`config.mk`:
```
export PLATFORM = sky130hd
export DESIGN_NAME = fdiv_iter
export DESIGN_NICKNAME = d
export VERILOG_FILES = /design/src/rtl/fdiv_iter.sv
export SDC_FILE = /design/constraint.sdc
export NUM_CORES = 1
export LEC_CHECK = 0
export ABC_AREA = 1
export BUFFER_PORTS_ARGS = -buffer_cell sky130_fd_sc_hd__clkbuf_2
export CAP_MARGIN = 20
export CELL_PAD_IN_SITES_DETAIL_PLACEMENT = 1
export CELL_PAD_IN_SITES_GLOBAL_PLACEMENT = 1
export CORE_ASPECT_RATIO = 0.5
export CORE_MARGIN = 2
export CORE_UTILIZATION = 38
export DETAILED_ROUTE_END_ITERATION = 10
export PLACE_DENSITY_LB_ADDON = 0.3
export RECOVER_POWER = 100
export REMOVE_ABC_BUFFERS = 1
export SYNTH_ARGS = -nofsm -noshare
export SYNTH_HDL_FRONTEND = slang
export SYNTH_SLANG_ARGS = --single-unit
```
`constraint.sdc`:
```
create_clock -name clk -period 1.9 [get_ports clk]
set_input_delay 0.19 -clock clk [delete_from_list [all_inputs] [get_ports clk]]
set_output_delay 0.19 -clock clk [all_outputs]
set_load 0.01 [all_outputs]
```
`src/rtl/fdiv_iter.sv`:
```
// Iterative binary32 divider, y = x1 / x2.
// Restoring division producing one quotient bit per cycle (25 cycles),
// followed by normalisation and range/special-case resolution.
// Number model matches the FPU multiplier: denormals flush to zero,
// truncation, no NaN generation; exponent 255 is an ordinary exponent.
//
// state | meaning
// ------+---------------------------------------------------------------
// IDLE  | ready for operands; accept latches sign, mantissas, exponent
// CALC  | one restoring-division step per cycle, cnt 0..24
// DONE  | result held on y with out_valid=1 until out_ready

module fdiv_iter (
   input  logic        clk,
   input  logic        rst,
   input  logic [31:0] x1,
   input  logic [31:0] x2,
   input  logic        in_valid,
   output logic        in_ready,
   output logic [31:0] y,
   output logic        out_valid,
   input  logic        out_ready
);

   typedef enum logic [1:0] {
      IDLE = 2'd0,
      CALC = 2'd1,
      DONE = 2'd2
   } state_t;

   state_t             state_q, state_d;
   logic               sy_q, sy_d;
   logic [23:0]        m2_q, m2_d;
   logic signed [9:0]  ed_q, ed_d;
   logic               z1_q, z1_d;
   logic               z2_q, z2_d;
   logic [25:0]        rem_q, rem_d;
   // Only the lower 24 quotient bits need storing; the 25th bit exists
   // only in the final step's combinational value q_full.
   logic [23:0]        q_q, q_d;
   logic [4:0]         cnt_q, cnt_d;
   logic [31:0]        y_q, y_d;

   logic               ge;
   logic [25:0]        diff;
   logic [25:0]        kept;
   logic [25:0]        rem_step;
   logic [24:0]        q_full;
   logic signed [9:0]  exp_n;
   logic [22:0]        mant;
   logic [31:0]        result;

   // One restoring-division step plus normalisation of the resulting quotient.
   always_comb begin
      ge       = (rem_q >= {2'b00, m2_q});
      diff     = rem_q - {2'b00, m2_q};
      kept     = ge ? diff : rem_q;
      rem_step = kept << 1;
      q_full   = {q_q, ge};
      if (q_full[24]) begin
         exp_n = ed_q;
         mant  = q_full[23:1];
      end else begin
         exp_n = ed_q - 10'sd1;
         mant  = q_full[22:0];
      end
      if (z2_q)
         result = {sy_q, 8'hFF, 23'h0};
      else if (z1_q)
         result = {sy_q, 31'h0};
      else if (exp_n <= 10'sd0)
         result = {sy_q, 31'h0};
      else if (exp_n >= 10'sd255)
         result = {sy_q, 8'hFF, 23'h0};
      else
         result = {sy_q, exp_n[7:0], mant};
   end

   // Next-state and datapath register updates.
   always_comb begin
      state_d = state_q;
      sy_d    = sy_q;
      m2_d    = m2_q;
      ed_d    = ed_q;
      z1_d    = z1_q;
      z2_d    = z2_q;
      rem_d   = rem_q;
      q_d     = q_q;
      cnt_d   = cnt_q;
      y_d     = y_q;
      case (state_q)
         IDLE: begin
            if (in_valid) begin
               state_d = CALC;
               sy_d    = x1[31] ^ x2[31];
               m2_d    = {1'b1, x2[22:0]};
               ed_d    = $signed({2'b00, x1[30:23]}) - $signed({2'b00, x2[30:23]}) + 10'sd127;
               z1_d    = (x1[30:23] == 8'd0);
               z2_d    = (x2[30:23] == 8'd0);
               rem_d   = {2'b00, 1'b1, x1[22:0]};
               q_d     = '0;
               cnt_d   = '0;
            end
         end
         CALC: begin
            rem_d = rem_step;
            q_d   = q_full[23:0];
            cnt_d = cnt_q + 5'd1;
            if (cnt_q == 5'd24) begin
               state_d = DONE;
               y_d     = result;
            end
         end
         DONE: begin
            if (out_ready)
               state_d = IDLE;
         end
         default: state_d = IDLE;
      endcase
   end

   // State and datapath registers with synchronous reset.
   always_ff @(posedge clk) begin
      if (rst) begin
         state_q <= IDLE;
         sy_q    <= 1'b0;
         m2_q    <= '0;
         ed_q    <= '0;
         z1_q    <= 1'b0;
         z2_q    <= 1'b0;
         rem_q   <= '0;
         q_q     <= '0;
         cnt_q   <= '0;
         y_q     <= '0;
      end else begin
         state_q <= state_d;
         sy_q    <= sy_d;
         m2_q    <= m2_d;
         ed_q    <= ed_d;
         z1_q    <= z1_d;
         z2_q    <= z2_d;
         rem_q   <= rem_d;
         q_q     <= q_d;
         cnt_q   <= cnt_d;
         y_q     <= y_d;
      end
   end

   assign in_ready  = (state_q == IDLE);
   assign out_valid = (state_q == DONE);
   assign y         = y_q;

endmodule

```
==> flow_summary.ini <==
[yosys]
ys_seq_area_frac = 0.3201
synth_area_leader_cell = dfxtp_1
synth_warnings = 0
synth-seq-cells = 126
yosysTopAreaCellShare = 0.3201
synthCells = 1191
mappedNetlistArea_mm2 = 0.007880
synth_cell_types = 44
synth.area.top_cells = dfxtp_1, nand2_1, a21oi_1, inv_1, ha_1
syn_avg_cell_area_um2 = 6.616

[clocking]
clock_latency_ns = 0.46
numCtsBuffers = 17
cts_root_buffer = clkbuf_16
ctsHtreeMaxLevel = 4
path_clk_slew_ns = 0.07
cts_tree = built
clkSinkCount = 126
clk_path_buf_depth = 2

[timing]
hold_viol_final = 1
finalCriticalPeriod_ns = 2.451
finalClockSkew_ns = 0.01655
slew_viol_final = 0
clock.fmax_ghz = 0.4080
finalSetupViolations = 59
finalCritPeriodShare = 1.290
setup_ws_ns = -0.5511
slew_headroom = 0.2798
holdWs_ns = -0.0004672
worstMarginPinSlew_ns = 1.076
rsz0062_at_grt = yes

[pwr]
total_power_uw = 13550
irDropWorstVdd_mv = 0.6698
cellLeakagePower_uw = 0.005244
pwr_density_cell_mw_per_mm2 = 1106

[final_layout]
num_antenna_cells = 0
fill_cells = 2526
syn2layout_area_growth_pct = 55.54
multi_input_area_mm2 = 0.005861
register_area_mm2 = 0.002550
nets = 1578
fin_area_mm2 = 0.01226
drive_above_1_share = 0.4164

[grt]
grt-busiest-layer = met2
antenna_found_initial = 0
grt_max_degree = 72
grt_pass1_vias = 10380
globalRouteMet3Util = 0.05810
grtUsageMet2 = 0.5838
grt_first_pass_wirelength_um = 54930
grt_overflow = 0
gr-usage-met1 = 0.3578
grt.total_usage = 0.3156

[die]
io_pins = 102
die_w_um = 207.7
initial_core_util = 0.3851
coreArea_mm2 = 0.02046
row_count = 37
die_y_um = 105.8
die_area_mm2 = 0.02197

[routing]
drtPass1Iterations = 5
post_drt_wl_per_cell_um = 22.76
ant_nets = 0
drtIter0Drc = 712
finalWirelength_um = 39990
vias = 10110
vias_per_cell = 5.754
drc = 0

[run]
max-cap-violations = 0

[outcome]
violations = hold timing, setup timing
status = finished with violations

[worst_setup_path]
endpoint_kind = flop
crit_type = reg -> reg
path_max_fanout = 3
worstPathArrival_ns = 2.85
startpoint_type = flop
required_ns = 2.30

[placement]
port_buffers = 101
place_hpwl_um = 19830
routabilityCongestion = 0.9297
placed_cell_area_mm2 = 0.009782

[min_path]
hold_path_class = in -> reg
==> layer usage <==
metal | vias to the layer above | wire length (um)
met4 | 0 | 2216
li1 | 4475 | -
met5 | - | 0
met2 | 480 | 19570
met3 | 186 | 2407
met1 | 4968 | 15800
==> where the power goes <==
group	internal, uW	switching [uW]
clock network	1970	1450
logic	3090	4050
registers	2820	177
total	7880	5670
==> layout by cell type, fill, tap and decap left out, types with 7 or more instances in the layout <==
cell type / n
nand3_2: 27
a21o_1: 8
nand2_1: 246
o21ai_2: 8
dfxtp_1: 106
clkbuf_16: 18
o21ai_0: 69
clkbuf_2: 69
buf_6: 12
a211oi_1: 8
nand3_1: 26
inv_2: 34
buf_12: 13
nand3_4: 7
a21oi_1: 108
nand2_2: 57
clkbuf_1: 36
ha_1: 12
inv_1: 109
ha_4: 24
nor2_2: 11
dfxtp_2: 19
a21oi_4: 8
nor2_4: 19
nand2_4: 17
o211ai_1: 8
nand4_1: 25
nor2_1: 41
buf_4: 180
xnor2_1: 12
nor3_1: 16
a21oi_2: 43
==> critical path: stages, from the launching register on <==
cell      delay (ns)
dfxtp_1         0.40
ha_4            0.35
buf_4           0.14
nand2_1         0.09
inv_1           0.10
nand2_1         0.12
nor3_2          0.21
a21oi_1         0.15
xnor2_1         0.40
nand2_1         0.16
o211ai_1        0.12
nand2_1         0.08
inv_1           0.07
==> synthesized netlist by cell type, drive strengths merged <==
library cell / number
nor3: 24
buf: 16
a211oi: 8
a31oi: 1
nand2: 321
nand4: 25
o31ai: 1
nor4: 4
dfxtp: 126
a21oi: 159
or2: 4
o211ai: 8
nand3b: 5
a31o: 2
xnor2: 14
fa: 2
ha: 36
o311ai: 1
inv: 146
clkbuf: 38
a21o: 8
o21bai: 7
o21ai: 88
nor2: 72
o21a: 4
o221ai: 1
nand3: 60
xor2: 10
==> sequential cells by signal, summed over array words and instances, names as in the netlist <==
name / cells
z2_q: 1
state_q: 2
cnt_q: 5
z1_q: 1
rem_q: 26
ed_q: 10
sy_q: 1
y: 32
m2_q: 24
q_q: 24
==> what timing repair did <==
action / 4_1_cts / 5_1_grt
hold buffers: 1 / 0
resized for setup: 232 / 145
buffers inserted: 34 / 23
cloned: 6 / 1
hold endpoints to repair: 1 / 0
setup endpoints to repair: 57 / 59
pin swaps: 59 / 85
==> path summary, 6_finish.rpt <==
| check | startpoint | endpoint | slack [ns] | cells after the start |
|---|---|---|---|---|
| hold / removal | out_ready | state_q[1] | -0.0005 | 4 |
| setup reg to reg | rem_q[4] | rem_q[12] | -0.55 | 12 |
| hold reg to reg | y[22] | y[22] | 0.47 | 2 |
| setup / recovery | rem_q[4] | rem_q[12] | -0.55 | 12 |
==> cell type report <==
class	count	share of cell area
inverter	146	0.04655
tap	273	0.02787
clock buffer	19	0.03614
clock inverter	12	0.01123
sequential	126	0.2080
multi-input combinational	865	0.4782
timing repair buffer	316	0.1920
==> cells by family (layout without fill, tap and decap cells) <==
family	Yosys count	after routing	share of synthesized area
xor+xnor	24	24	0.02858
compound gates	288	288	0.1997
simple gates	515	515	0.2869
fa+ha+maj	38	38	0.06224
flops	126	126	0.3201
buf+inv	200	493	0.1024
==> metrics by stage <==
step                worst slack (ns)  hold slack, ns  TNS (ns)    util  cells
global placement             -0.3695          0.4396    -9.151  0.4780   1672
CTS                          -0.1562        0.009715    -4.029  0.5732   1743
floorplan                     -1.556          0.2524    -94.46       -   1137
global route                 -0.5711         0.02107    -22.18  0.5990   1757
finish                       -0.5511      -0.0004672    -17.07  0.5990   1757
detailed placement           -0.4389          0.4441    -15.97  0.4780   1672
No activity file was read; power rests on OpenSTA's default activity.
